===== src/rtl/score_display_mux_if.sv =====
// score_display_mux_if: groups the score inputs and the display outputs of
// score_display_mux.
//   score_a_i/score_b_i : binary scores from the counters (master -> slave)
//   seg_o               : active-high segments {g,f,e,d,c,b,a}
//   dig_sel_o           : one-hot digit enable (0 A tens, 1 A ones, 2 B tens, 3 B ones)
//   busy_o              : conversion in progress
interface score_display_mux_if #(
  parameter int BW = 7
);
  logic [BW-1:0] score_a_i;
  logic [BW-1:0] score_b_i;
  logic [6:0]    seg_o;
  logic [3:0]    dig_sel_o;
  logic          busy_o;

  modport master (output score_a_i, score_b_i, input seg_o, dig_sel_o, busy_o);
  modport slave  (input score_a_i, score_b_i, output seg_o, dig_sel_o, busy_o);
endinterface


===== src/rtl/score_display_mux.sv =====
// score_display_mux: converts two binary scores (clamped to 0..99) to BCD with
// a sequential double-dabble engine and time-multiplexes the four resulting
// digits onto an active-high 7-segment display.
//   clk_i  : system clock
//   rst_ni : asynchronous active-low reset
//   bus    : score inputs, registered seg_o/dig_sel_o, busy_o
module score_display_mux #(
  parameter int BW          = 7,
  parameter int REFRESH_DIV = 1000,
  parameter bit BLANK_LZ    = 1'b1
) (
  input  logic                 clk_i,
  input  logic                 rst_ni,
  score_display_mux_if.slave   bus
);

  localparam int CW = $clog2(BW + 1);
  localparam int RW = $clog2(REFRESH_DIV);
  localparam int DW = BW + 8;             // {tens, ones, binary}
  localparam logic [BW-1:0] MAX_SCORE = BW'(99);

  typedef enum logic [1:0] {IDLE, SHIFT, UPDATE} state_e;

  state_e          state_q, state_d;
  logic [BW-1:0]   clamp_a, clamp_b;
  logic [BW-1:0]   cap_a_q, cap_a_d, cap_b_q, cap_b_d;
  logic [BW-1:0]   last_a_q, last_a_d, last_b_q, last_b_d;
  logic            valid_q, valid_d;
  logic [DW-1:0]   dd_a_q, dd_a_d, dd_b_q, dd_b_d;
  logic [CW-1:0]   bit_cnt_q, bit_cnt_d;
  logic            busy_q, busy_d;
  logic [3:0][3:0] disp_q, disp_d;
  logic [RW-1:0]   ref_cnt_q, ref_cnt_d;
  logic [1:0]      idx_q, idx_d;
  logic [6:0]      seg_q, seg_d;
  logic [3:0]      dig_q, dig_d;
  logic [3:0]      cur_digit;

  // One double-dabble step: add 3 to any BCD nibble >= 5, then shift left.
  function automatic logic [DW-1:0] dd_step(input logic [DW-1:0] r);
    logic [DW-1:0] t;
    t = r;
    if (t[BW+3:BW] >= 4'd5)   t[BW+3:BW]   = t[BW+3:BW]   + 4'd3;
    if (t[BW+7:BW+4] >= 4'd5) t[BW+7:BW+4] = t[BW+7:BW+4] + 4'd3;
    return t << 1;
  endfunction

  function automatic logic [6:0] decode(input logic [3:0] d);
    case (d)
      4'd0:    return 7'h3F;
      4'd1:    return 7'h06;
      4'd2:    return 7'h5B;
      4'd3:    return 7'h4F;
      4'd4:    return 7'h66;
      4'd5:    return 7'h6D;
      4'd6:    return 7'h7D;
      4'd7:    return 7'h07;
      4'd8:    return 7'h7F;
      4'd9:    return 7'h6F;
      default: return 7'h00;
    endcase
  endfunction

  assign clamp_a = (bus.score_a_i > MAX_SCORE) ? MAX_SCORE : bus.score_a_i;
  assign clamp_b = (bus.score_b_i > MAX_SCORE) ? MAX_SCORE : bus.score_b_i;

  // Conversion FSM
  always_comb begin
    state_d   = state_q;
    cap_a_d   = cap_a_q;
    cap_b_d   = cap_b_q;
    last_a_d  = last_a_q;
    last_b_d  = last_b_q;
    valid_d   = valid_q;
    dd_a_d    = dd_a_q;
    dd_b_d    = dd_b_q;
    bit_cnt_d = bit_cnt_q;
    busy_d    = busy_q;
    disp_d    = disp_q;
    case (state_q)
      IDLE: begin
        if (!valid_q || clamp_a != last_a_q || clamp_b != last_b_q) begin
          cap_a_d   = clamp_a;
          cap_b_d   = clamp_b;
          dd_a_d    = {8'd0, clamp_a};
          dd_b_d    = {8'd0, clamp_b};
          bit_cnt_d = CW'(BW);
          busy_d    = 1'b1;
          state_d   = SHIFT;
        end
      end
      SHIFT: begin
        dd_a_d    = dd_step(dd_a_q);
        dd_b_d    = dd_step(dd_b_q);
        bit_cnt_d = bit_cnt_q - 1'b1;
        if (bit_cnt_q == CW'(1)) state_d = UPDATE;
      end
      UPDATE: begin
        // All four digits change together so the display never mixes scores.
        disp_d[0] = dd_a_q[BW+7:BW+4];
        disp_d[1] = dd_a_q[BW+3:BW];
        disp_d[2] = dd_b_q[BW+7:BW+4];
        disp_d[3] = dd_b_q[BW+3:BW];
        last_a_d  = cap_a_q;
        last_b_d  = cap_b_q;
        valid_d   = 1'b1;
        busy_d    = 1'b0;
        state_d   = IDLE;
      end
      default: state_d = IDLE;
    endcase
  end

  // Refresh scan and registered segment/digit outputs
  always_comb begin
    ref_cnt_d = ref_cnt_q + 1'b1;
    idx_d     = idx_q;
    if (ref_cnt_q == RW'(REFRESH_DIV - 1)) begin
      ref_cnt_d = '0;
      idx_d     = idx_q + 1'b1;
    end
    cur_digit = disp_q[idx_q];
    dig_d     = 4'b0001 << idx_q;
    seg_d     = decode(cur_digit);
    // Even indices are tens digits.
    if (BLANK_LZ && !idx_q[0] && cur_digit == 4'd0) seg_d = 7'h00;
  end

  always_ff @(posedge clk_i or negedge rst_ni) begin
    if (!rst_ni) begin
      state_q   <= IDLE;
      cap_a_q   <= '0;
      cap_b_q   <= '0;
      last_a_q  <= '0;
      last_b_q  <= '0;
      valid_q   <= 1'b0;
      dd_a_q    <= '0;
      dd_b_q    <= '0;
      bit_cnt_q <= '0;
      busy_q    <= 1'b0;
      disp_q    <= '0;
      ref_cnt_q <= '0;
      idx_q     <= '0;
      seg_q     <= '0;
      dig_q     <= '0;
    end else begin
      state_q   <= state_d;
      cap_a_q   <= cap_a_d;
      cap_b_q   <= cap_b_d;
      last_a_q  <= last_a_d;
      last_b_q  <= last_b_d;
      valid_q   <= valid_d;
      dd_a_q    <= dd_a_d;
      dd_b_q    <= dd_b_d;
      bit_cnt_q <= bit_cnt_d;
      busy_q    <= busy_d;
      disp_q    <= disp_d;
      ref_cnt_q <= ref_cnt_d;
      idx_q     <= idx_d;
      seg_q     <= seg_d;
      dig_q     <= dig_d;
    end
  end

  assign bus.seg_o     = seg_q;
  assign bus.dig_sel_o = dig_q;
  assign bus.busy_o    = busy_q;

endmodule

===== src/flat_wrapper.sv =====
// flat-port wrapper written by rule: the top's interface ports become plain ports
module score_display_mux_flat 
#(
  parameter int BW          = 7,
  parameter int REFRESH_DIV = 1000,
  parameter bit BLANK_LZ    = 1'b1
)
  (clk_i, rst_ni, bus_score_a_i, bus_score_b_i, bus_seg_o, bus_dig_sel_o, bus_busy_o);
  score_display_mux_if #(.BW(BW)) bus_i ();
  input  logic clk_i;
  input  logic rst_ni;
  input wire logic [$bits(bus_i.score_a_i)-1:0] bus_score_a_i;
  input wire logic [$bits(bus_i.score_b_i)-1:0] bus_score_b_i;
  output wire logic [$bits(bus_i.seg_o)-1:0] bus_seg_o;
  output wire logic [$bits(bus_i.dig_sel_o)-1:0] bus_dig_sel_o;
  output wire logic [$bits(bus_i.busy_o)-1:0] bus_busy_o;
  assign bus_i.score_a_i = bus_score_a_i;
  assign bus_i.score_b_i = bus_score_b_i;
  assign bus_seg_o = bus_i.seg_o;
  assign bus_dig_sel_o = bus_i.dig_sel_o;
  assign bus_busy_o = bus_i.busy_o;
  score_display_mux #(.BW(BW), .REFRESH_DIV(REFRESH_DIV), .BLANK_LZ(BLANK_LZ)) u_core (.clk_i(clk_i), .rst_ni(rst_ni), .bus(bus_i));
endmodule

===== config.mk =====
export PLATFORM = sky130hd
export DESIGN_NAME = score_display_mux_flat
export DESIGN_NICKNAME = d
export VERILOG_FILES = /design/src/rtl/score_display_mux_if.sv /design/src/rtl/score_display_mux.sv /design/src/flat_wrapper.sv
export SDC_FILE = /design/constraint.sdc
export NUM_CORES = 1
export LEC_CHECK = 0
export ABC_CLOCK_PERIOD_IN_PS = 2000
export BUFFER_PORTS_ARGS = -buffer_cell sky130_fd_sc_hd__buf_2
export CORE_MARGIN = 8
export CORE_UTILIZATION = 50
export CTS_BUF_LIST = sky130_fd_sc_hd__clkbuf_2 sky130_fd_sc_hd__clkbuf_4 sky130_fd_sc_hd__clkbuf_8
export DETAILED_ROUTE_END_ITERATION = 8
export PLACE_DENSITY = 0.75
export SETUP_SLACK_MARGIN = 0.02
export SKIP_CTS_REPAIR_TIMING = 1
export SYNTH_ARGS = -nofsm -noshare
export SYNTH_HDL_FRONTEND = slang
export SYNTH_SLANG_ARGS = --single-unit
export TNS_END_PERCENT = 5

===== constraint.sdc =====
create_clock -name clk_i -period 2 [get_ports clk_i]
set_input_delay 0.4 -clock clk_i [delete_from_list [all_inputs] [get_ports clk_i]]
set_output_delay 0.4 -clock clk_i [all_outputs]
set_load 0.05 [all_outputs]

# ---- Word-level counts from Yosys, hierarchy flattened
# Memory sizes are Yosys's and may differ from the RTL's.
# Cells that the tools add are included.
dict set report totals {
  memories 1
  inputBits 16
  latch_bits 0
  rom_bits 112
  ram_bits 0
  output_inout_bits 12
  elab_cells 76
  reg_bits 104
}
dict set report op_classes {
  muxes 21
  bitwise_logic 0
  add_sub_neg 7
  n_div 0
  magnitude_cmp 7
  n_shift 1
  n_mul 0
  n_reduce_logical 13
  eq_ne 8
}
# memory depth word_bits read_ports rd_ports_with_merged_regs write_ports line
set memory_table {}
lappend memory_table {{(no name shown)} 16 7 1 0 0 score_display_mux.sv:49} ;# case (d)
# op count
set op_table {}
lappend op_table {{$pmux W15 S2} 2}
lappend op_table {{$mux W15} 2}
lappend op_table {{$mux W7} 3}
lappend op_table {{$ge A4 B3 Y1 const B} 4}
lappend op_table {{$gt A7 B7 Y1 const B} 2}
lappend op_table {{$ne A7 B7 Y1} 2}
lappend op_table {{$mux W4} 3}
lappend op_table {{$add A10 B1 Y10 const B} 1}
lappend op_table {{$eq A10 B10 Y1 const B} 1}
lappend op_table {{$mux W10} 1}
lappend op_table {{$mux W3} 3}
lappend op_table {{$add A4 B2 Y4 const B} 2}
lappend op_table {{$bmux W4 S2} 1}
lappend op_table {{$reduce_and A2 Y1} 4}
lappend op_table {{$add A3 B2 Y3 const B} 2}
lappend op_table {{$pmux W3 S2} 1}
lappend op_table {{$logic_not A4 Y1} 1}
lappend op_table {{$mux W2} 2}
lappend op_table {{$ne A2 B1 Y1 const B} 2}
lappend op_table {{$pmux W2 S2} 1}
lappend op_table {{$reduce_bool A2 Y1} 2}
lappend op_table {{$shl A1 B2 Y4 const A} 1}
lappend op_table {{$eq A3 B1 Y1 const B} 1}
lappend op_table {{$lt A2 B3 Y1 const B} 1}
lappend op_table {{10 further kinds} 12}

# ---- Logic depth before layout (Yosys ltp)
dict set report logic_depth {
  depth_word 7
  depth_mapped 8
  depth_no_buf 7
}

# ---- Worst setup path after synthesis
# OpenSTA, ideal clock, no wires.
dict set report synth_path {
  path_kind {input to register}
  from {input bus_score_a_i[3]}
  to {register u_core.dd_a_q[6]}
  path_slack_ns -0.166
  arrival_time_ns 2.040
  t_required_ns 1.874
  cell_stages 7
  n_path_buf 1
  setup_ns 0.126
  path_cell_list {o311a_1 > nor2_2 > xnor2_1 > nor4_4 > a21oi_1 > buf_2 > a221o_1}
}
dict set report synth_between {
  elab_chain_len 7
  word_cells_on_any_way 9
  classes_between {1 x order compare; 2 x eq/ne; 3 x mux; 3 x reduce/logical}
}
# item line
set synth_lines {}
lappend synth_lines {{start, declared} flat_wrapper.sv:12} ;# input wire logic [$bits(bus_i.score_a_i)-1:0] bus_score_a_i;
lappend synth_lines {{$gt A7 B7 Y1} score_display_mux.sv:64} ;# assign clamp_a = (bus.score_a_i > MAX_SCORE) ? MAX_SCORE : bus.score_a_i;
lappend synth_lines {{$mux W7 (*)} score_display_mux.sv:64}
lappend synth_lines {{$ne A7 B7 Y1} score_display_mux.sv:82} ;# if (!valid_q || clamp_a != last_a_q || clamp_b != last_b_q) begin
lappend synth_lines {{$logic_or A1 B1 Y1 (2 in a row)} score_display_mux.sv:82}
lappend synth_lines {{$ne A2 B1 Y1 (no source line)} n/a}
lappend synth_lines {{$reduce_and A2 Y1 (no source line)} n/a}
lappend synth_lines {{end signal, assigned} score_display_mux.sv:137} ;# dd_a_q <= '0;
lappend synth_lines {{end signal, assigned} score_display_mux.sv:153} ;# dd_a_q <= dd_a_d;
lappend synth_lines {{end, declared} score_display_mux.sv:29} ;# logic [DW-1:0] dd_a_q, dd_a_d, dd_b_q, dd_b_d;
# Every way passes the cells marked *; elsewhere a longest branch is shown, timed or not. The select of a mux whose other input is x is not followed.
# A chain may end at the register's enable or synchronous reset.

# ---- Worst setup path after layout
dict set report layout_path {
  from {register u_core.last_a_q[4]}
  to {register u_core.dd_a_q[2]}
}
dict set report layout_between {
  elab_chain_len 5
}
# item line
set layout_lines {}
lappend layout_lines {{start, declared} score_display_mux.sv:27} ;# logic [BW-1:0] last_a_q, last_a_d, last_b_q, last_b_d;
lappend layout_lines {{start signal, assigned} score_display_mux.sv:150} ;# last_a_q <= last_a_d;
lappend layout_lines {{$ne A7 B7 Y1} score_display_mux.sv:82}
lappend layout_lines {{$logic_or A1 B1 Y1 (2 in a row)} score_display_mux.sv:82}
lappend layout_lines {{$ne A2 B1 Y1 (no source line)} n/a}
lappend layout_lines {{$reduce_and A2 Y1 (no source line)} n/a}
# Every way passes these cells.

==> run_results.csv <==
group,metric,value,unit
status,outcome,"finished with violations",
status,violations,"setup timing",
detailed_routing,postRouteAntennaNets,0,
yosys,yosysWarnings,0,
power,p_switching,3.258,mW
final_layout,final_common_cell,"dfrtp_1",
place,numPortBuffers,27,
clocking,cts_tree,"built",
place,dp_hpwl,7.425,mm
die,die-area,0.01331,sq mm
die,start_util,50.97,%
yosys,synth_edf_count,0,
power,leakage,2.747,nW
detailed_routing,drt_wl_total,10.69,mm
clocking,htreeDepth,3,
sta,hold_viol,0,
setup_path,cp-start-kind,"flop",
final_layout,insertedDiodeCount,0,
grt,grt_max_degree,34,
sta,relSlewSlack,71.09,%
sta,rsz0062_at_grt,"yes",
yosys,synth_cells,420,
die,die_x,115.4,microns
yosys,yosysSeqAreaShare,52.72,%
setup_path,path_class,"flop to flop",
sta,clock_skew,0.009898,ns
die,row_count,36,
final_layout,area_growth_syn_to_layout,23.32,%
yosys,async_flop_share,100.0,%
setup_path,cp.required,2.25,ns
grt,grt_pass1_wl,17.34,mm
setup_path,cp-endpoint,"u_core.dd_a_q[2]",
clocking,clk_pin_slew_worst_paths,0.10,ns
power,p_per_area,1434,mW/mm^2
final_layout,final_cell_mix,"dfrtp_1, buf_4, mux2_2",
clocking,cts_buffers,9,
grt,first_global_vias,3590,
clocking,ctsLongestPathBuffers,2,
sta,slew_viol_final,0,
clocking,root_buffer,"clkbuf_8",
setup_path,crit_start,"u_core.last_a_q[4]",
die,coreArea,0.009684,sq mm
final_layout,drive_gt1_share,33.13,%
yosys,syn_area,0.004936,sq mm
yosys,synth_seq_cells,104,
setup_path,crit_arrival,2.27,ns
sta,final.period_utilization,101.0,%
sta,tightestPinTransition,0.4308,ns
power,internal_power,5.471,mW
setup_path,cp-end-kind,"flop",
grt,overflow,0,
place,dp_cells,608,
final_layout,fillerInstances,740,
setup_path,r2r_slack,-0.02,ns
power,vdd_drop_max,0.6375,mV
detailed_routing,first_pass_iters,4,
clocking,worst_skew_pair.late_latency,0.37,ns
die,pin_count,28,
power,p_sw_share,37.32,%
hold_path,hp-class,"input pin to flop",
power,pwr-share-clk,17.0,%
power,total_power,8.729,mW
setup_path,reg2reg_from,"u_core.last_a_q[4]",
yosys,avgSynthCellArea,11.75,sq um
final_layout,final_util,62.86,%
setup_path,r2r_cells,7,
detailed_routing,drt-initial-drc-count,176,
sta,tns,-0.04020,ns
detailed_routing,wl_per_cell,16.95,microns
detailed_routing,drc,0,
die,die_h,115.4,microns
detailed_routing,viasPerCell,5.586,
final_layout,fin_cells,631,
setup_path,r2r-end,"u_core.dd_a_q[2]",
yosys,syn_nets,456,
sta,setup_slack,-0.01996,ns
flow_run,maxCapViolations,0,
power,p_seq_share,40.4,%
yosys,synthFlopType,"dfrtp_1",
grt,grt_usage,16.52,%
clocking,cts_sinks,104,
sta,setup_viol_count_final,4,
power,p_comb_share,42.6,%
place,place.gp.congestion,0.7938,
setup_path,crit_fanout,4,
grt,antenna_found_initial,0,
sta,min_period,2.020,ns
yosys,yosysUniqueCellTypes,45,
detailed_routing,vias,3525,
sta,max_freq,0.4951,GHz
final_layout,fin_nets,529,
==> power groups by stage <==
stage,sequential [mW],combinational [mW],clock (mW)
2_1_floorplan,3.60,2.22,0
3_3_place_gp,3.50,3.16,0
3_5_place_dp,3.54,3.33,0
4_1_cts,3.50,3.34,1.51
5_1_grt,3.63,4.07,1.59
6_report,3.53,3.72,1.48
==> layout make-up <==
class                   count  area [sq um]  share of cell area [%]
inverters                  22         82.58                   1.357
clock inverters             6         91.34                   1.501
flip-flops and latches    104          2604                   42.77
repair buffers             78         636.9                   10.46
clock buffers              10         137.6                   2.261
well taps                 133         166.4                   2.734
multi-input cells         278          2369                   38.91
==> routing by layer <==
metal / vias to the layer above / part of all wire, % / global-route usage, %
li1: 1652 / - / -
met1: 1764 / 43 / 20.33
met2: 93 / 50 / 28.49
met3: 16 / 5.6 / 2.521
met4: 0 / 1.6 / 6.392
met5: - / 0 / 0
==> cells in the mapped netlist, drive strengths merged (10+ instances only) <==
master | n | area share, %
a221o | 12 | 2.4
ha | 20 | 5.1
nor2 | 24 | 1.9
mux2 | 37 | 8.4
nand2 | 25 | 1.9
and2 | 10 | 1.3
a22o | 12 | 2.1
inv | 22 | 1.7
o21ai | 17 | 1.7
xnor2 | 18 | 3.2
a21oi | 16 | 1.6
clkbuf | 13 | 0.99
dfrtp | 104 | 53
==> critical path: stages (launching register included) <==
cell	delay, ns
dfrtp_1	0.42
nor4bb_1	0.30
a31oi_1	0.09
o32ai_2	0.25
and3_4	0.30
a211oi_2	0.07
buf_4	0.15
a221o_1	0.32
==> worst min path at each step <==
stage / startpoint / end / slack [ns] / cells past startpoint
floorplan: rst_ni / u_core.bit_cnt_q[0] / 0.10 / 0
global placement: rst_ni / u_core.disp_q[3] / 0.35 / 1
detailed placement: rst_ni / u_core.disp_q[3] / 0.36 / 1
CTS: rst_ni / u_core.dd_a_q[9] / -0.05 / 1
global route: bus_score_a_i[2] / u_core.cap_a_q[2] / 0.38 / 3
finish: bus_score_b_i[4] / u_core.cap_b_q[4] / 0.38 / 3
==> cells by family (layout without fill, tap and decap cells) <==
kind of cell             after synthesis  in the layout  synth area share (%)
AO/OA/AOI/OAI                         89             89                 12.85
AND/OR/NAND/NOR                       96             96                 10.54
flip-flops                           104            104                 52.73
buffers and inverters                 38            116                 2.966
multiplexers                          47             47                 11.23
XOR/XNOR                              26             26                 4.613
adder cells (fa/ha/maj)               20             20                 5.070
==> state kept, by name, summed over array words and instances, names as in the netlist <==
name	flops
u_core.last_a_q	7
u_core.dd_a_q	15
u_core.cap_a_q	7
u_core.dd_b_q	15
u_core.state_q	2
u_core.bus.seg_o	7
u_core.valid_q	1
u_core.bit_cnt_q	3
u_core.bus.dig_sel_o	4
u_core.cap_b_q	7
u_core.disp_q	16
u_core.last_b_q	7
u_core.ref_cnt_q	10
u_core.idx_q	2
u_core.bus.busy_o	1
==> per-stage QoR <==
step                      hold WS [ns]  area, sq um  worst slack [ns]
after floorplan                 0.1044         4950           -0.1175
after global placement          0.3532         5570           -0.3127
after detailed placement        0.3623         5570           -0.3851
after CTS                     -0.04841         5799           -0.1686
after global routing            0.3785         6087          -0.09491
final                           0.3797         6087          -0.01996
(Power assumes the default switching activity.)
